--- src/rtl/riscv_pipe_pkg.sv ---
// Shared pipeline definitions: register-address width, op latencies and the
// register-index type used by the ID-stage hazard logic.
package riscv_pipe_pkg;

  localparam int unsigned REG_ADDR_W = 5;

  // Cycles before a result is forwardable; 0 means the result is never tracked.
  localparam int unsigned LAT_ALU  = 0;
  localparam int unsigned LAT_LOAD = 1;
  localparam int unsigned LAT_MUL  = 3;

  typedef logic [REG_ADDR_W-1:0] reg_idx_t;

endpackage

--- src/rtl/id_scoreboard_sb_counter.sv ---
// One scoreboard entry: a down-counter of pending result latency.
// Ports:
//   clk, rst    - clock, synchronous active-high reset
//   i_freeze    - backend hold; keeps the count unchanged
//   i_clear     - squashed producer releases the register
//   i_load      - accepted producer of this register; loads i_load_val
//   i_load_val  - latency of the new producer
//   o_cnt       - remaining cycles before the result is forwardable
module sb_counter
  import riscv_pipe_pkg::*;
#(
  parameter int unsigned CNT_W = 3
) (
  input  logic             clk,
  input  logic             rst,
  input  logic             i_freeze,
  input  logic             i_clear,
  input  logic             i_load,
  input  logic [CNT_W-1:0] i_load_val,
  output logic [CNT_W-1:0] o_cnt
);

  logic [CNT_W-1:0] r_cnt;

  // Priority: reset, freeze, clear, load (newer producer wins), count down.
  always_ff @(posedge clk) begin
    if (rst) begin
      r_cnt <= '0;
    end else if (i_freeze) begin
      r_cnt <= r_cnt;
    end else if (i_clear) begin
      r_cnt <= '0;
    end else if (i_load) begin
      r_cnt <= i_load_val;
    end else if (r_cnt != '0) begin
      r_cnt <= r_cnt - CNT_W'(1);
    end
  end

  assign o_cnt = r_cnt;

endmodule

--- src/rtl/id_scoreboard.sv ---
// ID-stage load-use / multi-cycle hazard unit built on a per-register
// countdown scoreboard.
// Ports:
//   clk, rst                  - clock, synchronous active-high reset
//   rs1Addr_id, rs2Addr_id    - source registers of the instruction in ID
//   rs1_used, rs2_used        - decoder-qualified source usage
//   issue_valid, issue_rd     - instruction in ID requests EX, its destination
//   issue_lat                 - result latency (0 = untracked ALU op)
//   hold                      - backend stall; freezes all state
//   flush                     - squash EX and ID instructions
//   Stall / IFWrite           - bubble into ID/EX and hold PC, IF/ID
//   busy_mask                 - per-register pending-result flags
module id_scoreboard
  import riscv_pipe_pkg::*;
#(
  parameter int unsigned NUM_REGS = 32,
  parameter int unsigned ADDR_W   = REG_ADDR_W,
  parameter int unsigned CNT_W    = 3
) (
  input  logic                clk,
  input  logic                rst,
  input  logic [ADDR_W-1:0]   rs1Addr_id,
  input  logic [ADDR_W-1:0]   rs2Addr_id,
  input  logic                rs1_used,
  input  logic                rs2_used,
  input  logic                issue_valid,
  input  logic [ADDR_W-1:0]   issue_rd,
  input  logic [CNT_W-1:0]    issue_lat,
  input  logic                hold,
  input  logic                flush,
  output logic                Stall,
  output logic                IFWrite,
  output logic [NUM_REGS-1:0] busy_mask
);

  logic [CNT_W-1:0]  w_cnt [NUM_REGS];
  logic              w_hit1;
  logic              w_hit2;
  logic              w_acc;
  logic              w_track;
  logic              r_ex_valid;
  logic [ADDR_W-1:0] r_ex_rd;

  // x0 is hardwired and never tracked.
  assign w_cnt[0]     = '0;
  assign busy_mask[0] = 1'b0;

  // Source hazards; x0 maps to the constant-zero entry so it never stalls.
  assign w_hit1  = rs1_used & (rs1Addr_id != '0) & (w_cnt[rs1Addr_id] != '0);
  assign w_hit2  = rs2_used & (rs2Addr_id != '0) & (w_cnt[rs2Addr_id] != '0);
  assign Stall   = hold | w_hit1 | w_hit2;
  assign IFWrite = ~Stall;

  assign w_acc   = issue_valid & ~Stall & ~flush;
  assign w_track = w_acc & (issue_rd != '0) & (issue_lat != '0);

  // Producer currently in EX, so a flush can release its register.
  always_ff @(posedge clk) begin
    if (rst) begin
      r_ex_valid <= 1'b0;
      r_ex_rd    <= '0;
    end else if (!hold) begin
      r_ex_valid <= w_track;
      r_ex_rd    <= issue_rd;
    end
  end

  for (genvar g = 1; g < NUM_REGS; g++) begin : g_reg
    logic w_clear;
    logic w_load;

    assign w_clear = flush & r_ex_valid & (r_ex_rd == ADDR_W'(g));
    assign w_load  = w_track & (issue_rd == ADDR_W'(g));

    sb_counter #(
      .CNT_W (CNT_W)
    ) u_cnt (
      .clk        (clk),
      .rst        (rst),
      .i_freeze   (hold),
      .i_clear    (w_clear),
      .i_load     (w_load),
      .i_load_val (issue_lat),
      .o_cnt      (w_cnt[g])
    );

    assign busy_mask[g] = (w_cnt[g] != '0);
  end

endmodule

--- config.mk ---
export PLATFORM = sky130hd
export DESIGN_NAME = id_scoreboard
export DESIGN_NICKNAME = d
export VERILOG_FILES = /design/src/rtl/riscv_pipe_pkg.sv /design/src/rtl/id_scoreboard_sb_counter.sv /design/src/rtl/id_scoreboard.sv
export SDC_FILE = /design/constraint.sdc
export NUM_CORES = 1
export LEC_CHECK = 0
export CAP_MARGIN = 20
export CORE_MARGIN = 2
export CORE_UTILIZATION = 60
export CTS_BUF_LIST = sky130_fd_sc_hd__clkbuf_8
export DETAILED_ROUTE_END_ITERATION = 8
export HOLD_SLACK_MARGIN = 0.05
export PLACE_DENSITY = 0.81
export REMOVE_ABC_BUFFERS = 1
export SLEW_MARGIN = 20
export SYNTH_ARGS = -nofsm -noshare
export SYNTH_HDL_FRONTEND = slang
export SYNTH_HIERARCHICAL = 1
export SYNTH_SLANG_ARGS = --single-unit
--- constraint.sdc ---
create_clock -name clk -period 5.5 [get_ports clk]
set_input_delay 1.65 -clock clk [delete_from_list [all_inputs] [get_ports clk]]
set_output_delay 1.65 -clock clk [all_outputs]
set_load 0.005 [all_outputs]
# ---- Word-level counts from Yosys, hierarchy flattened
# Index checks and enable logic that the tools add are counted.
# Widths: inputs -> output; s select.
dict set report op_classes {
  add_sub_neg 31
  order_cmp 2
  eq_ne 62
  muxes 99
  bitwise_logic 78
  reduce_logical 99
}
# operator count
set ops {}
lappend ops {{$mux 3} 97}
lappend ops {{$reduce_bool 3->1} 65}
lappend ops {{$eq 5x5->1 const B} 32}
lappend ops {{$sub 3x1->3 const B} 31}
lappend ops {{$eq 5x4->1 const B} 16}
lappend ops {{$and 1x1->1} 71}
lappend ops {{$reduce_and 2->1} 31}
lappend ops {{$eq 5x3->1 const B} 8}
lappend ops {{$bmux 3 s5} 2}
lappend ops {{$eq 5x2->1 const B} 4}
lappend ops {{$reduce_bool 5->1} 3}
lappend ops {{$ge 6x6->1 const B} 2}
lappend ops {{$not 5->6} 2}
lappend ops {{$eq 5x1->1 const B} 2}
lappend ops {{$not 1->1} 3}
lappend ops {{$or 1x1->1} 2}
dict set report word_totals {
  regBits 99
  output_inout_bits 34
}

# ---- Depth between registers and ports, before layout
dict set report logic_depth {
  depth_word 16
  mapped_depth 13
  depth_no_buf 10
}

# ---- Hierarchy
# Netlist, hierarchy kept.
# mod instances cells_each area_each_um2 seq_area_each_um2
set by_module_without_submodules {}
lappend by_module_without_submodules {sb_counter 31 25 210.2 60.1}
lappend by_module_without_submodules {id_scoreboard 1 299 1930.6 120.1}

# ---- Least setup slack after synthesis
# No wires, ideal clock.
dict set report synth_path {
  path_kind {input to output}
  from {in rs2Addr_id[0]}
  to {out IFWrite}
  t_arrival_ns 3.389
  required_ns 3.850
  setup_slack_ns 0.461
  path_stages 8
  path_buffers 2
  cell_sequence {clkbuf_1 > nand2b_1 > o22ai_1 > o311a_1 > or4_1 > o211ai_4 > buf_6 > inv_1}
}
dict set report synth_via {
  elab_chain_len 8
  word_cells_on_any_way 10
  classes_between {3 x mux; 5 x bitwise; 2 x reduce/logical}
}
# item line_no
set synth_rtl {}
lappend synth_rtl {{start: declaration} id_scoreboard.sv:23} ;# input logic [ADDR_W-1:0] rs2Addr_id,
lappend synth_rtl {{$not 5->6 (not written as such)} id_scoreboard.sv:50} ;# assign w_hit2 = rs2_used & (rs2Addr_id != '0) & (w_cnt[rs2Addr_id] != '0);
lappend synth_rtl {{$bmux 3 s5} id_scoreboard.sv:50}
lappend synth_rtl {{$mux 3 (not written as such) (2 in a row)} id_scoreboard.sv:50}
lappend synth_rtl {{$reduce_bool 3->1} id_scoreboard.sv:50}
lappend synth_rtl {{$and 1x1->1 (*)} id_scoreboard.sv:50}
lappend synth_rtl {{$or 1x1->1 (*)} id_scoreboard.sv:51} ;# assign Stall = hold | w_hit1 | w_hit2;
lappend synth_rtl {{via Stall} id_scoreboard.sv:31} ;# output logic Stall,
lappend synth_rtl {{$not 1->1 (*)} id_scoreboard.sv:52} ;# assign IFWrite = ~Stall;
lappend synth_rtl {{end: declaration} id_scoreboard.sv:32} ;# output logic IFWrite,
# Mark *: on every way through the listed nets, which the timed path passes. The rest lies on a longest branch. The select of a mux whose other input is x is not followed.

# ---- Final worst setup path
dict set report layout_path {
  from {in rs2Addr_id[3]}
  to {out IFWrite}
}
dict set report layout_via {
  elab_chain_len 8
  word_cells_on_any_way 10
  classes_between {3 x mux; 5 x bitwise; 2 x reduce/logical}
}
# item line_no
set layout_rtl {}
lappend layout_rtl {{$not 5->6 (not written as such)} id_scoreboard.sv:50}
lappend layout_rtl {{$bmux 3 s5} id_scoreboard.sv:50}
lappend layout_rtl {{$mux 3 (not written as such) (2 in a row)} id_scoreboard.sv:50}
lappend layout_rtl {{$reduce_bool 3->1} id_scoreboard.sv:50}
lappend layout_rtl {{$and 1x1->1 (*)} id_scoreboard.sv:50}
lappend layout_rtl {{$or 1x1->1 (*)} id_scoreboard.sv:51}
lappend layout_rtl {{$not 1->1 (*)} id_scoreboard.sv:52}
# Every way passes the cells marked *; elsewhere a longest branch is shown, timed or not. The select of a mux whose other input is x is not followed.

==> results.md <==
* Most used cell, CP: clkdlybuf4s50_1
* Post-synthesis sequential area ratio at 0.235
* All-layer global routing usage at 0.334
* HPWL Detailed at 18,000 um
* Drt wl/cell at 18.8 um
* Hold buffers post-CTS at 0
* Post-Syn Area at 8450 sq um
* Internal at 0.00328 W
* Top cells by count, synth: inv_1 (108), dfxtp_1 (99), a21oi_1 (94), nor3_1 (83), nor2_1 (82)
* Worst Setup SP: rs2Addr_id[3]
* Via count at roughly 9k
* Worst R2R Path Depth at 13
* R2R Path Start: g_reg[4].u_cnt/o_cnt[0]
* Largest area contributor in the netlist: dfxtp_1
* Num CTS Buffers at 9
* Worst VDD drop at 0.000366 V
* Most frequent cell after synthesis: inv_1
* FF/Latch Area at a little under 2000 sq um
* Clock sinks at between 90 and 100
* Port buffer count at 57
* Worst Max-Slew Pin Slew at ~1.0 ns
* CP Launch Type: primary input
* Simple-gate area share of the yosys netlist at 0.277
* Crit-path cells: clkdlybuf4s50_1, nor2b_1, o2111a_1, a311o_1, or4_4, o211ai_4, inv_1, clkdlybuf4s50_1
* Fin util at 0.697
* Register bit total from synthesis at 99
* Sw frac at 0.459
* Post-synthesis xor/xnor area fraction at 0
* Hold Path End: g_reg[7].u_cnt/o_cnt[1]
* Die Wd at 123 um
* First-pass GRT wire length at 39,600 um
* Vias per inst at 6.57
* Crit path DAT at roughly 3.8 ns
* Fin crit period at 5.47 ns
* Clock latency on the worst-skew pair at 0.40 ns
* Final setup vio count at 0
* Synth cell types at 57
* H-tree depth at 3
* Syn Inst Count at 1,074
* Clock Pin Slew Worst Setup and Hold Paths at ~0.090 ns
* Hold-critical path depth at 2
* Final layout net count at about 1.2k
* Largest cells by area after synthesis: dfxtp_1 (23%), ha_1 (9.2%), o32ai_1 (6.4%), a21oi_1 (5.6%), mux2i_1 (5.1%)
* CTS max path bufs at 2
* Die area at 15,000 sq um
* Die Span Y at about 120 um
* CP Data Required Time at 3.85 ns
* Post-synth ARST share at 0
* Post-Syn Area per Cell at 7.86 sq um
* Core area at 13,800 sq um
* Final max-slew violation count at 0
* Clock skew at roughly 0.0075 ns
* Pre-antenna DRT Iters at 5
* Max-slew headroom at the worst pin at 0.303
* Vias in the first global route at approximately 8k
* Crit Path Class: primary input to output port
* F_max at 0.183 GHz
* FILL cells at 1,142
* CP Capture Type: output port
* CTS tree: built
* Drt drc at 0
* CP Max Fanout at 2
* Comb pwr share at 0.692
* Multi-input logic area at approximately 5700 sq um
* EDFF count, synth at 0
* Sw Pwr at 0.00278 W
* Rows at 43
* Layout Cells excl Fill at between 1k and 1.5k
* Post-Synth Adder-Cell Area at 0.0918
* N_diodes at 0
* Starting Density at 0.611
* CP max stage delay at 0.56 ns
* Synth warn at 6
* Setup TNS at 0 ns
* Largest family of logic cells by synthesized area: simple AND/OR/NAND/NOR gates
* Hold Crit Class: flip-flop to flip-flop
* Status: complete, no violations
* DRT antenna net count at 0
* Fin crit share at 0.995
* Max Cap Viol at 0
* Hold wc startpoint: g_reg[7].u_cnt/o_cnt[1]
* Leak pwr at between 3 and 4 nW
* Power share of the sequential group at 0.226
* Share of the synthesized area in the top cell type at 0.235
* Power density cells at approximately 630 nW/um^2
* Root buffer cell: clkbuf_8
* Clock Power Share at 0.081
* Initial antenna violation count at 0
* Routability cong. at between 1 and 1.5
* # IOs at 59
* R2R setup slack at 1.79 ns
* Most used DFF post-synth: dfxtp_1
* Pin count of the biggest net entering global routing at 102
* Layout area overhead at 14.1%
* Synth Area in Compound Gates at 0.233
* Final Hold Viols at 0
* Grt total ovfl at 0
* Final Routed Wirelength at 25,300 um
* FF-to-FF End: g_reg[9].u_cnt/o_cnt[0]
* Share of layout cells above drive strength 1 at 0.130
* Post-synthesis mux area share at 0.0590
* Iteration-0 DRC Markers at 899
* Power Total at 0.00606 W
* Total placed cells including tap cells at 1,323
* Slowest cell on crit path: or4_4
[area by class of cell]
class	instances	area share
multi-input cells	812	0.590
repair buffers	130	0.119
clock inverters	6	0.00597
flip-flops and latches	99	0.206
well taps	180	0.0234
clock buffers	10	0.0143
inverters	108	0.0421
[metal layers]
metal	track usage	up-vias	part of all wire
met5	0	-	0
met4	0.134	0	0.037
met3	0.0441	78	0.084
met2	0.537	412	0.46
met1	0.454	4146	0.42
li1	-	4203	-
[kinds of logic after synthesis]
family | after synthesis
mux | 47
fa+ha+maj | 62
simple gates | 436
other cells | 1
buf+inv | 163
flops | 99
compound gates | 266
[worst max-delay path, delay by kind of cell]
kind	cells	cell delay, ns
buffers and inverters	3	0.93
AO/OA/AOI/OAI	3	0.54
AND/OR/NAND/NOR	2	0.71
[cell usage in the layout, fill, tap and decap left out, types with 8 or more instances in the layout]
master	count
a21oi_1	94
a32o_1	31
buf_4	71
clkbuf_8	10
clkdlybuf4s50_1	47
dfxtp_1	99
ha_1	62
inv_1	110
mux2i_1	43
nand2_1	51
nand2b_1	40
nand3_1	11
nor2_1	81
nor2_2	32
nor2b_1	8
nor3_1	82
nor4_1	59
o21bai_1	31
o32ai_1	62
or3_1	48
[sequential cells by signal (all words and copies together) (netlist names)]
name and flops:
g.u_cnt/o_cnt 93, r_ex_rd 5, r_ex_valid 1
[worst max path at each step]
| stage | slack (ns) | endpoint | depth (start not counted) |
|---|---|---|---|
| 2_1_floorplan | 0.60 | IFWrite | 6 |
| 6_report | 0.03 | IFWrite | 8 |
| 3_3_place_gp | -0.36 | Stall | 8 |
| 3_5_place_dp | -0.37 | Stall | 8 |
| 5_1_grt | -0.002 | IFWrite | 8 |
| 4_1_cts | 0.0001 | IFWrite | 8 |
[power groups by stage]
stage | Combinational, W | Clock, W | Sequential [W]
after floorplan | 0.00268 | 0 | 0.00125
after global placement | 0.00393 | 0 | 0.00135
after detailed placement | 0.00406 | 0 | 0.00136
after CTS | 0.00410 | 0.000496 | 0.00134
after global routing | 0.00464 | 0.000529 | 0.00140
final | 0.00419 | 0.000493 | 0.00137
[timing repair]
item,CTS,global route
gates resized for setup,13,17
setup endpoints to repair,2,1
pin swaps,7,8
setup buffers,4,0
gates cloned,2,0
[per-stage QoR]
| step | setup slack [ns] | instance area [sq um] | hold slack, ns |
|---|---|---|---|
| floorplan | 0.600 | 7970 | 0.473 |
| global placement | -0.358 | 9290 | 0.491 |
| detailed placement | -0.366 | 9290 | 0.496 |
| CTS | 0.000107 | 9580 | 0.509 |
| global route | -0.00221 | 9640 | 0.535 |
| finish | 0.0275 | 9640 | 0.508 |
Note: power is estimated with default switching activity, not from simulation.
